==> src/rtl/approx_seq_multiplier.sv <==
// Iterative shift-add N x N unsigned multiplier with approximate or exact row accumulation and an error-event counter.
// Latency: fixed N+1 cycles from accept to out_valid, independent of operand values.
// Backpressure: one operation in flight; in_ready low in RUN/DONE; result held in DONE until out_ready.
module approx_seq_multiplier #(
  parameter int N   = 8,
  parameter int ECW = 8
) (
  input  logic             clk,
  input  logic             rst,
  input  logic             in_valid,
  output logic             in_ready,
  input  logic [N-1:0]     a,
  input  logic [N-1:0]     b,
  input  logic             exact_mode,
  output logic             out_valid,
  input  logic             out_ready,
  output logic [2*N-1:0]   product,
  output logic [ECW-1:0]   err_count
);

  localparam int W   = 2 * N;
  localparam int STW = (N > 1) ? $clog2(N) : 1;
  localparam int PCW = $clog2(W + 1);
  localparam int SW  = ((ECW > PCW) ? ECW : PCW) + 1;

  localparam logic [1:0] S_IDLE = 2'd0;
  localparam logic [1:0] S_RUN  = 2'd1;
  localparam logic [1:0] S_DONE = 2'd2;

  localparam logic [STW-1:0] LAST_STEP = STW'(N - 1);
  localparam logic [ECW-1:0] ERR_MAX   = '1;

  logic [1:0]     state_q, state_d;
  logic [W-1:0]   a_q, a_d;
  logic [N-1:0]   b_q, b_d;
  logic           mode_q, mode_d;
  logic [W-1:0]   acc_q, acc_d;
  logic [ECW-1:0] err_q, err_d;
  logic [STW-1:0] step_q, step_d;

  logic [W-1:0]   pp;
  logic [W-1:0]   x;
  logic [W-1:0]   g_sh;
  logic [W-1:0]   acc_apx;
  logic [W-1:0]   acc_exact;
  logic [W-1:0]   e;
  logic [PCW-1:0] pc;
  logic [SW-1:0]  err_sum;
  logic [ECW-1:0] err_sat;

  assign in_ready  = (state_q == S_IDLE);
  assign out_valid = (state_q == S_DONE);
  assign product   = acc_q;
  assign err_count = err_q;

  // One partial-product row: approximate sum/error equations, exact sum, and saturating error update.
  always_comb begin
    pp = b_q[step_q] ? (a_q << step_q) : '0;
    x  = acc_q ^ pp;
    // Generate from bit i-1 feeds bit i; the shift drops bit 2N-1's generate.
    g_sh      = (acc_q & pp) << 1;
    acc_apx   = x | g_sh;
    e         = x & g_sh;
    acc_exact = acc_q + pp;
    pc = '0;
    for (int i = 0; i < W; i++) begin
      pc = pc + PCW'(e[i]);
    end
    err_sum = SW'(err_q) + SW'(pc);
    err_sat = (err_sum > SW'(ERR_MAX)) ? ERR_MAX : err_sum[ECW-1:0];
  end

  // Next-state control: accept in IDLE, N accumulation steps in RUN, hold result in DONE.
  always_comb begin
    state_d = state_q;
    a_d     = a_q;
    b_d     = b_q;
    mode_d  = mode_q;
    acc_d   = acc_q;
    err_d   = err_q;
    step_d  = step_q;
    case (state_q)
      S_IDLE: begin
        if (in_valid) begin
          a_d     = {{N{1'b0}}, a};
          b_d     = b;
          mode_d  = exact_mode;
          acc_d   = '0;
          err_d   = '0;
          step_d  = '0;
          state_d = S_RUN;
        end
      end
      S_RUN: begin
        acc_d = mode_q ? acc_exact : acc_apx;
        err_d = mode_q ? err_q : err_sat;
        if (step_q == LAST_STEP) begin
          step_d  = '0;
          state_d = S_DONE;
        end else begin
          step_d = step_q + 1'b1;
        end
      end
      S_DONE: begin
        if (out_ready) begin
          state_d = S_IDLE;
        end
      end
      default: begin
        state_d = S_IDLE;
      end
    endcase
  end

  // State registers; reset aborts any operation in flight.
  always_ff @(posedge clk or posedge rst) begin
    if (rst) begin
      state_q <= S_IDLE;
      a_q     <= '0;
      b_q     <= '0;
      mode_q  <= 1'b0;
      acc_q   <= '0;
      err_q   <= '0;
      step_q  <= '0;
    end else begin
      state_q <= state_d;
      a_q     <= a_d;
      b_q     <= b_d;
      mode_q  <= mode_d;
      acc_q   <= acc_d;
      err_q   <= err_d;
      step_q  <= step_d;
    end
  end

endmodule

==> config.mk <==
export PLATFORM = sky130hd
export DESIGN_NAME = approx_seq_multiplier
export DESIGN_NICKNAME = d
export VERILOG_FILES = /design/src/rtl/approx_seq_multiplier.sv
export SDC_FILE = /design/constraint.sdc
export NUM_CORES = 1
export LEC_CHECK = 0
export CELL_PAD_IN_SITES_DETAIL_PLACEMENT = 0
export CELL_PAD_IN_SITES_GLOBAL_PLACEMENT = 1
export CORE_MARGIN = 5
export CORE_UTILIZATION = 42
export CTS_CLUSTER_DIAMETER = 50
export DETAILED_ROUTE_END_ITERATION = 10
export PLACE_DENSITY_LB_ADDON = 0.1
export SYNTH_ARGS = -nofsm -noshare
export SYNTH_HDL_FRONTEND = slang
export SYNTH_SLANG_ARGS = --single-unit
==> constraint.sdc <==
create_clock -name clk -period 5.9 [get_ports clk]
set_input_delay 0.59 -clock clk [delete_from_list [all_inputs] [get_ports clk]]
set_output_delay 0.59 -clock clk [all_outputs]
set_load 0.02 [all_outputs]
### After elaboration in Yosys (flattened, before gate mapping)

Index checks and enable logic that the tools add are counted.

* register bits: 46
* input port bits: 21
* output and inout bits: 26
* word-level logic and storage cells: 62

* $add $sub $neg: 18
* magnitude comparators: 2
* equality and inequality tests: 7
* shift-type cells: 1
* muxes and demuxes: 17
* bitwise operators: 4
* reductions and logical operators: 6

Operator list (count)
* adder 5 x 1 -> 5 bit: 11
* two-way mux 16 bit: 3
* one-hot mux 16 bit (2 select lines): 1
* two-way mux 8 bit: 3
* adder 16 bit: 1
* AND 16 bit: 1
* OR 16 bit: 1
* one-hot mux 8 bit (2 select lines): 1
* << shifter 8 x 3 -> 16 bit: 1
* XOR 16 bit: 1
* AND 15 bit: 1
* adder 8 x 5 -> 9 bit: 1
* greater-than comparator 9 x 8 -> 1 bit (second input constant): 1
* two-way mux 2 bit: 3
* two-way mux 3 bit: 2
* != test 2 bit (second input constant): 3
* one-hot mux 2 bit (3 select lines): 1
* one-hot mux 3 bit (2 select lines): 1
* AND reduction 3 bit: 2
* adder 4 x 1 -> 5 bit: 1
* adder 3 x 1 -> 4 bit: 1
* < comparator 3 x 4 -> 1 bit (second input constant): 1
* AND reduction 2 bit: 2
* adder 2 x 1 -> 3 bit: 1
* 10 further kinds: 10

### Depth between registers and ports, before layout

* depth after elaboration: 25
* depth in mapped cells: 24
* depth with buffers taken out: 23

### Least setup slack after synthesis

Ideal clock, no wire load.

* path kind: register to register
* start: register step_q[0]
* end: register err_q[2] (netlist: err_count[2])
* setup time: 0.066 ns
* arrival time: 5.378 ns
* data required time: 5.834 ns
* path slack: 0.456 ns
* cell stages (with the launch flop): 25
* clock period less this slack: 5.444 ns
* cells stage by stage: dfrtp_1 > buf_2 > mux4_2 > nand2b_1 > and2_1 > buf_2 > nor2_1 > ha_1 > clkbuf_1 > and2_1 > fa_1 > fa_1 > inv_1 > fa_1 > fa_1 > inv_1 > ha_1 > inv_1 > fa_1 > nor2b_1 > o21a_1 > o21ai_0 > a21o_1 > o21ai_0 > a22o_1

* word-level cells in the longest chain between the ends: 25
* elaborated cells between the ends (all ways): 27
* those cells by class: 16 x add/sub; 1 x order compare; 1 x shift; 6 x mux; 3 x bitwise

RTL lines
* start: declaration: RTL line 39 `logic [STW-1:0] step_q, step_d;`
* start signal: assignment: RTL line 132 `step_q <= step_d;`
* binary-select mux 1 bit (select 3 bit): RTL line 58 `pp = b_q[step_q] ? (a_q << step_q) : '0;`
* two-way mux 1 bit (not written as such): RTL line 58
* two-way mux 16 bit (*): RTL line 58
* XOR 16 bit or AND 15 bit (tied branches): RTL line 59, 61
* AND 16 bit (*): RTL line 63 `e = x & g_sh;`
* adder 1 x 1 -> 2 bit: RTL line 67 `pc = pc + PCW'(e[i]);`
* adder 2 x 1 -> 3 bit: RTL line 67
* adder 3 x 1 -> 4 bit: RTL line 67
* adder 4 x 1 -> 5 bit: RTL line 67
* adder 5 x 1 -> 5 bit (10 in a row): RTL line 67
* adder 5 x 1 -> 5 bit (*): RTL line 67
* adder 8 x 5 -> 9 bit (*): RTL line 69 `err_sum = SW'(err_q) + SW'(pc);`
* greater-than comparator 9 x 8 -> 1 bit: RTL line 70 `err_sat = (err_sum > SW'(ERR_MAX)) ? ERR_MAX : err_sum[ECW-1:0];`
* two-way mux 8 bit (*): RTL line 70
* two-way mux 8 bit (*): RTL line 96 `err_d = mode_q ? err_q : err_sat;`
* one-hot mux 8 bit (2 select lines) (*): RTL line 82 `case (state_q)`
* end signal: assignment: RTL line 131 `err_q <= err_d;`
* end: declaration: RTL line 38 `logic [ECW-1:0] err_q, err_d;`

Mark *: on every way between the ends. The rest lies on a longest branch, timed or not. The select of a mux whose other input is x is not followed.
A chain may end at the register's enable or synchronous reset.

### Final worst setup path

Same ends and word-level chain as after synthesis.

==> results.py <==
metrics = {
    "status": {
        "status": "finished, final reports clean",
    },
    "drt": {
        "postRouteAntennaNets": 0,
        "route.vias.total": 3048,
        "drt_iter0_drc": 69,
        "viasPerCell": 5.35,
        "routedWlPerCell_um": 15.3,
        "postRouteWirelength_um": 8720,
        "post-route-drc-count": 0,
        "dr.pass1.iters": 4,
    },
    "power_and_ir_drop": {
        "p_clk_frac": 0.134,
        "power_switching_mw": 0.987,
        "powerDensity_mw_per_mm2": 504,
        "p_leak_nw": 1.98,
        "p_seq_frac": 0.260,
        "comb_power_share": 0.606,
        "internal-power_mw": 1.20,
        "p_sw_frac": 0.450,
        "vdd_ir_drop_max_uv": 166,
    },
    "min_path": {
        "hold_end": "b_q[0]",
        "hp-class": "flop to flop",
        "hp-start": "b_q[0]",
        "whs_path_depth": 2,
    },
    "grt": {
        "track_usage": 0.176,
        "grt_max_degree": 47,
        "grt_overflow_total": 0,
        "grt_first_pass_wirelength_um": 14800,
        "grt_pass1_vias": 2963,
        "antenna_found_initial": 0,
    },
    "yosys": {
        "syn-num-nets": 483,
        "async_reset_ff_frac": 1.00,
        "synthAdderAreaFrac": 0.163,
        "synth_area_leaders": "dfrtp_1 32%, ha_1 9.7%, nand2_1 8.0%, fa_1 6.6%, a21oi_1 4.1%",
        "synth_top_area_cell": "dfrtp_1",
        "syn_avg_cell_area_um2": 8.59,
        "ys_seq_area_frac": 0.318,
        "synth_simple_gate_area_frac": 0.195,
        "synthCells": 422,
        "ys_types": 45,
        "synth_mux_area_frac": 0.0618,
        "yosysWarnings": 0,
        "synth_xor_area_frac": 0.0169,
        "netlist_area_mm2": 0.00362,
        "synth_ff_type": "dfrtp_1",
        "synth_top_family_by_area": "compound AO/OA/AOI/OAI gates",
        "synth-edff-count": 0,
        "synth_seq_cells": 46,
        "yosys.area.top_type_share": 0.318,
        "synth_compound_area_frac": 0.196,
    },
    "finish": {
        "final_common_cell": "nand2_1",
        "fill_cells": 789,
        "multiInputGateArea_mm2": 0.00229,
        "register_area_mm2": 0.00115,
        "nNetsFinal": 525,
        "stdcell_count": 570,
        "layout_common_cells": "77 x nand2_1, 46 x clkdlybuf4s50_1, 44 x dfrtp_1",
        "post-route-util": 0.524,
        "diodes": 0,
        "syn2layout_area_growth_pct": 20.0,
        "drive_above_1_share": 0.0731,
        "design_area_mm2": 0.00435,
    },
    "worst_setup_path": {
        "regToRegSetupSlack_ps": 380,
        "worstPathRequired_ps": 6150,
        "crit_arrival_ps": 5770,
        "critical_path_class": "flop to flop",
        "r2r_start": "step_q[0]",
        "cp-start-kind": "flop",
        "r2r_end": "err_count[2]",
        "reg2regPathDepth": 21,
        "endpoint_kind": "flop",
        "critPathMaxFanout": 6,
    },
    "clocking": {
        "cts_tree": "built",
        "cts_buffer_depth": 2,
        "cts_root_buffer": "clkbuf_8",
        "htreeDepth": 2,
        "cts_made_buffers": 5,
        "path_clk_slew_ps": 100,
        "clock_sinks": 46,
        "clk_latency_ps": 310,
    },
    "die": {
        "coreArea_mm2": 0.00830,
        "die_w_um": 103,
        "die-height_um": 103,
        "die_area_mm2": 0.0106,
        "row_count": 33,
        "initial_utilization": 0.437,
        "io_pins": 47,
    },
    "placed_design": {
        "gp_congestion": 0.925,
        "place_inst": 558,
        "placed_cell_area_mm2": 0.00418,
        "hpwl_um": 6630,
        "port_buffers": 46,
    },
    "sta": {
        "tightest_slew_ps": 980,
        "fin_crit_ps": 5520,
        "rsz0062_at_grt": "false",
        "setup_violations": 0,
        "fin_skew_ps": 9.61,
        "slew_headroom": 0.346,
        "min_period_over_period": 0.936,
        "maxSlewViolCount": 0,
        "fmaxAchievable_ghz": 0.181,
        "timing.setup.tns_ps": 0,
        "finalHoldViolCount": 0,
    },
    "flow_run": {
        "maxCapViolations": 0,
    },
}
==> cells in the mapped netlist (5+ instances only) <==
| library cell | count |
|---|---|
| a31oi_1 | 9 |
| o211ai_1 | 9 |
| a21oi_1 | 30 |
| nor3_1 | 10 |
| nor2b_1 | 9 |
| nand2b_1 | 6 |
| o21ai_0 | 12 |
| a22o_1 | 10 |
| mux2_2 | 7 |
| mux2i_1 | 10 |
| fa_1 | 12 |
| ha_1 | 28 |
| nand3_1 | 7 |
| buf_2 | 7 |
| and2_1 | 8 |
| dfrtp_1 | 46 |
| xor2_1 | 5 |
| a211o_1 | 6 |
| inv_1 | 24 |
| nand2_1 | 77 |
| clkbuf_1 | 12 |
| a21o_1 | 6 |
| nor2_1 | 30 |
==> worst max-delay path by stage <==
stage | startpoint | endpoint | slack [ps] | cells past startpoint
finish | step_q[0] | err_count[2] | 380 | 21
CTS | step_q[1] | err_count[2] | 30 | 21
floorplan | step_q[0] | err_count[2] | 460 | 24
detailed placement | step_q[1] | err_count[2] | 70 | 21
global placement | step_q[1] | err_count[2] | 280 | 21
global route | step_q[0] | err_count[2] | 30 | 21
==> flip-flops by register name (all words and copies together), names as in the netlist <==
name,flops
step_q,3
b_q,8
state_q,2
err_count,8
a_q,8
mode_q,1
product,16
==> power by group through the flow <==
| stage | logic, mW | clock network (mW) | registers (mW) |
|---|---|---|---|
| 3_5_place_dp | 1.30 | 0 | 0.582 |
| 4_1_cts | 1.31 | 0.301 | 0.576 |
| 3_3_place_gp | 1.29 | 0 | 0.584 |
| 6_report | 1.33 | 0.293 | 0.570 |
| 2_1_floorplan | 0.904 | 0 | 0.594 |
| 5_1_grt | 1.48 | 0.313 | 0.590 |
==> kinds of logic after synthesis <==
kind of cell               count (synthesis)
and+or+nand+nor                          158
AOI/OAI and AO/OA                        106
buffers and inverters                     46
DFF                                       46
adders and majority gates                 40
muxes                                     19
xor gates and xnor gates                   7
==> layer usage <==
layer,share of wire,GRT usage
met3,0.024,0.0264
met1,0.51,0.259
met4,0.013,0.0488
met5,0,0
met2,0.45,0.270
==> critical path: stages (launching register included) <==
cell and delay [ps]:
dfrtp_2 410, mux4_2 510, nand2b_1 180, nand2b_1 200, inv_1 60, ha_1 330, ha_1 230, fa_1 480
fa_1 550, inv_1 60, fa_1 530, fa_1 420, inv_1 70, ha_1 160, inv_1 60, fa_1 370
nor2b_1 150, o21a_1 150, o21ai_1 80, a21o_1 230, o21ai_0 100, a22o_1 140
==> final cells by class <==
class	count	share of cell area
Sequential cell	46	0.265
Clock inverter	3	0.0158
Tap cell	105	0.0302
Multi-Input combinational cell	330	0.527
Timing Repair Buffer	57	0.125
Inverter	24	0.0207
Clock buffer	5	0.0158
==> stage by stage <==
stage	hold slack, ps	setup WS, ps	power (mW)
after global routing	511	28.3	2.38
after detailed placement	470	72.3	1.88
after CTS	493	25.0	2.18
after global placement	482	276	1.87
final	485	380	2.19
after floorplan	440	456	1.50
==> what timing repair did <==
action,4_1_cts,5_1_grt
gates resized for setup,0,4
hold buffers,0,0
endpoints found under the setup margin,0,8
buffers inserted,0,4
Note: power is estimated with default switching activity, not from simulation.
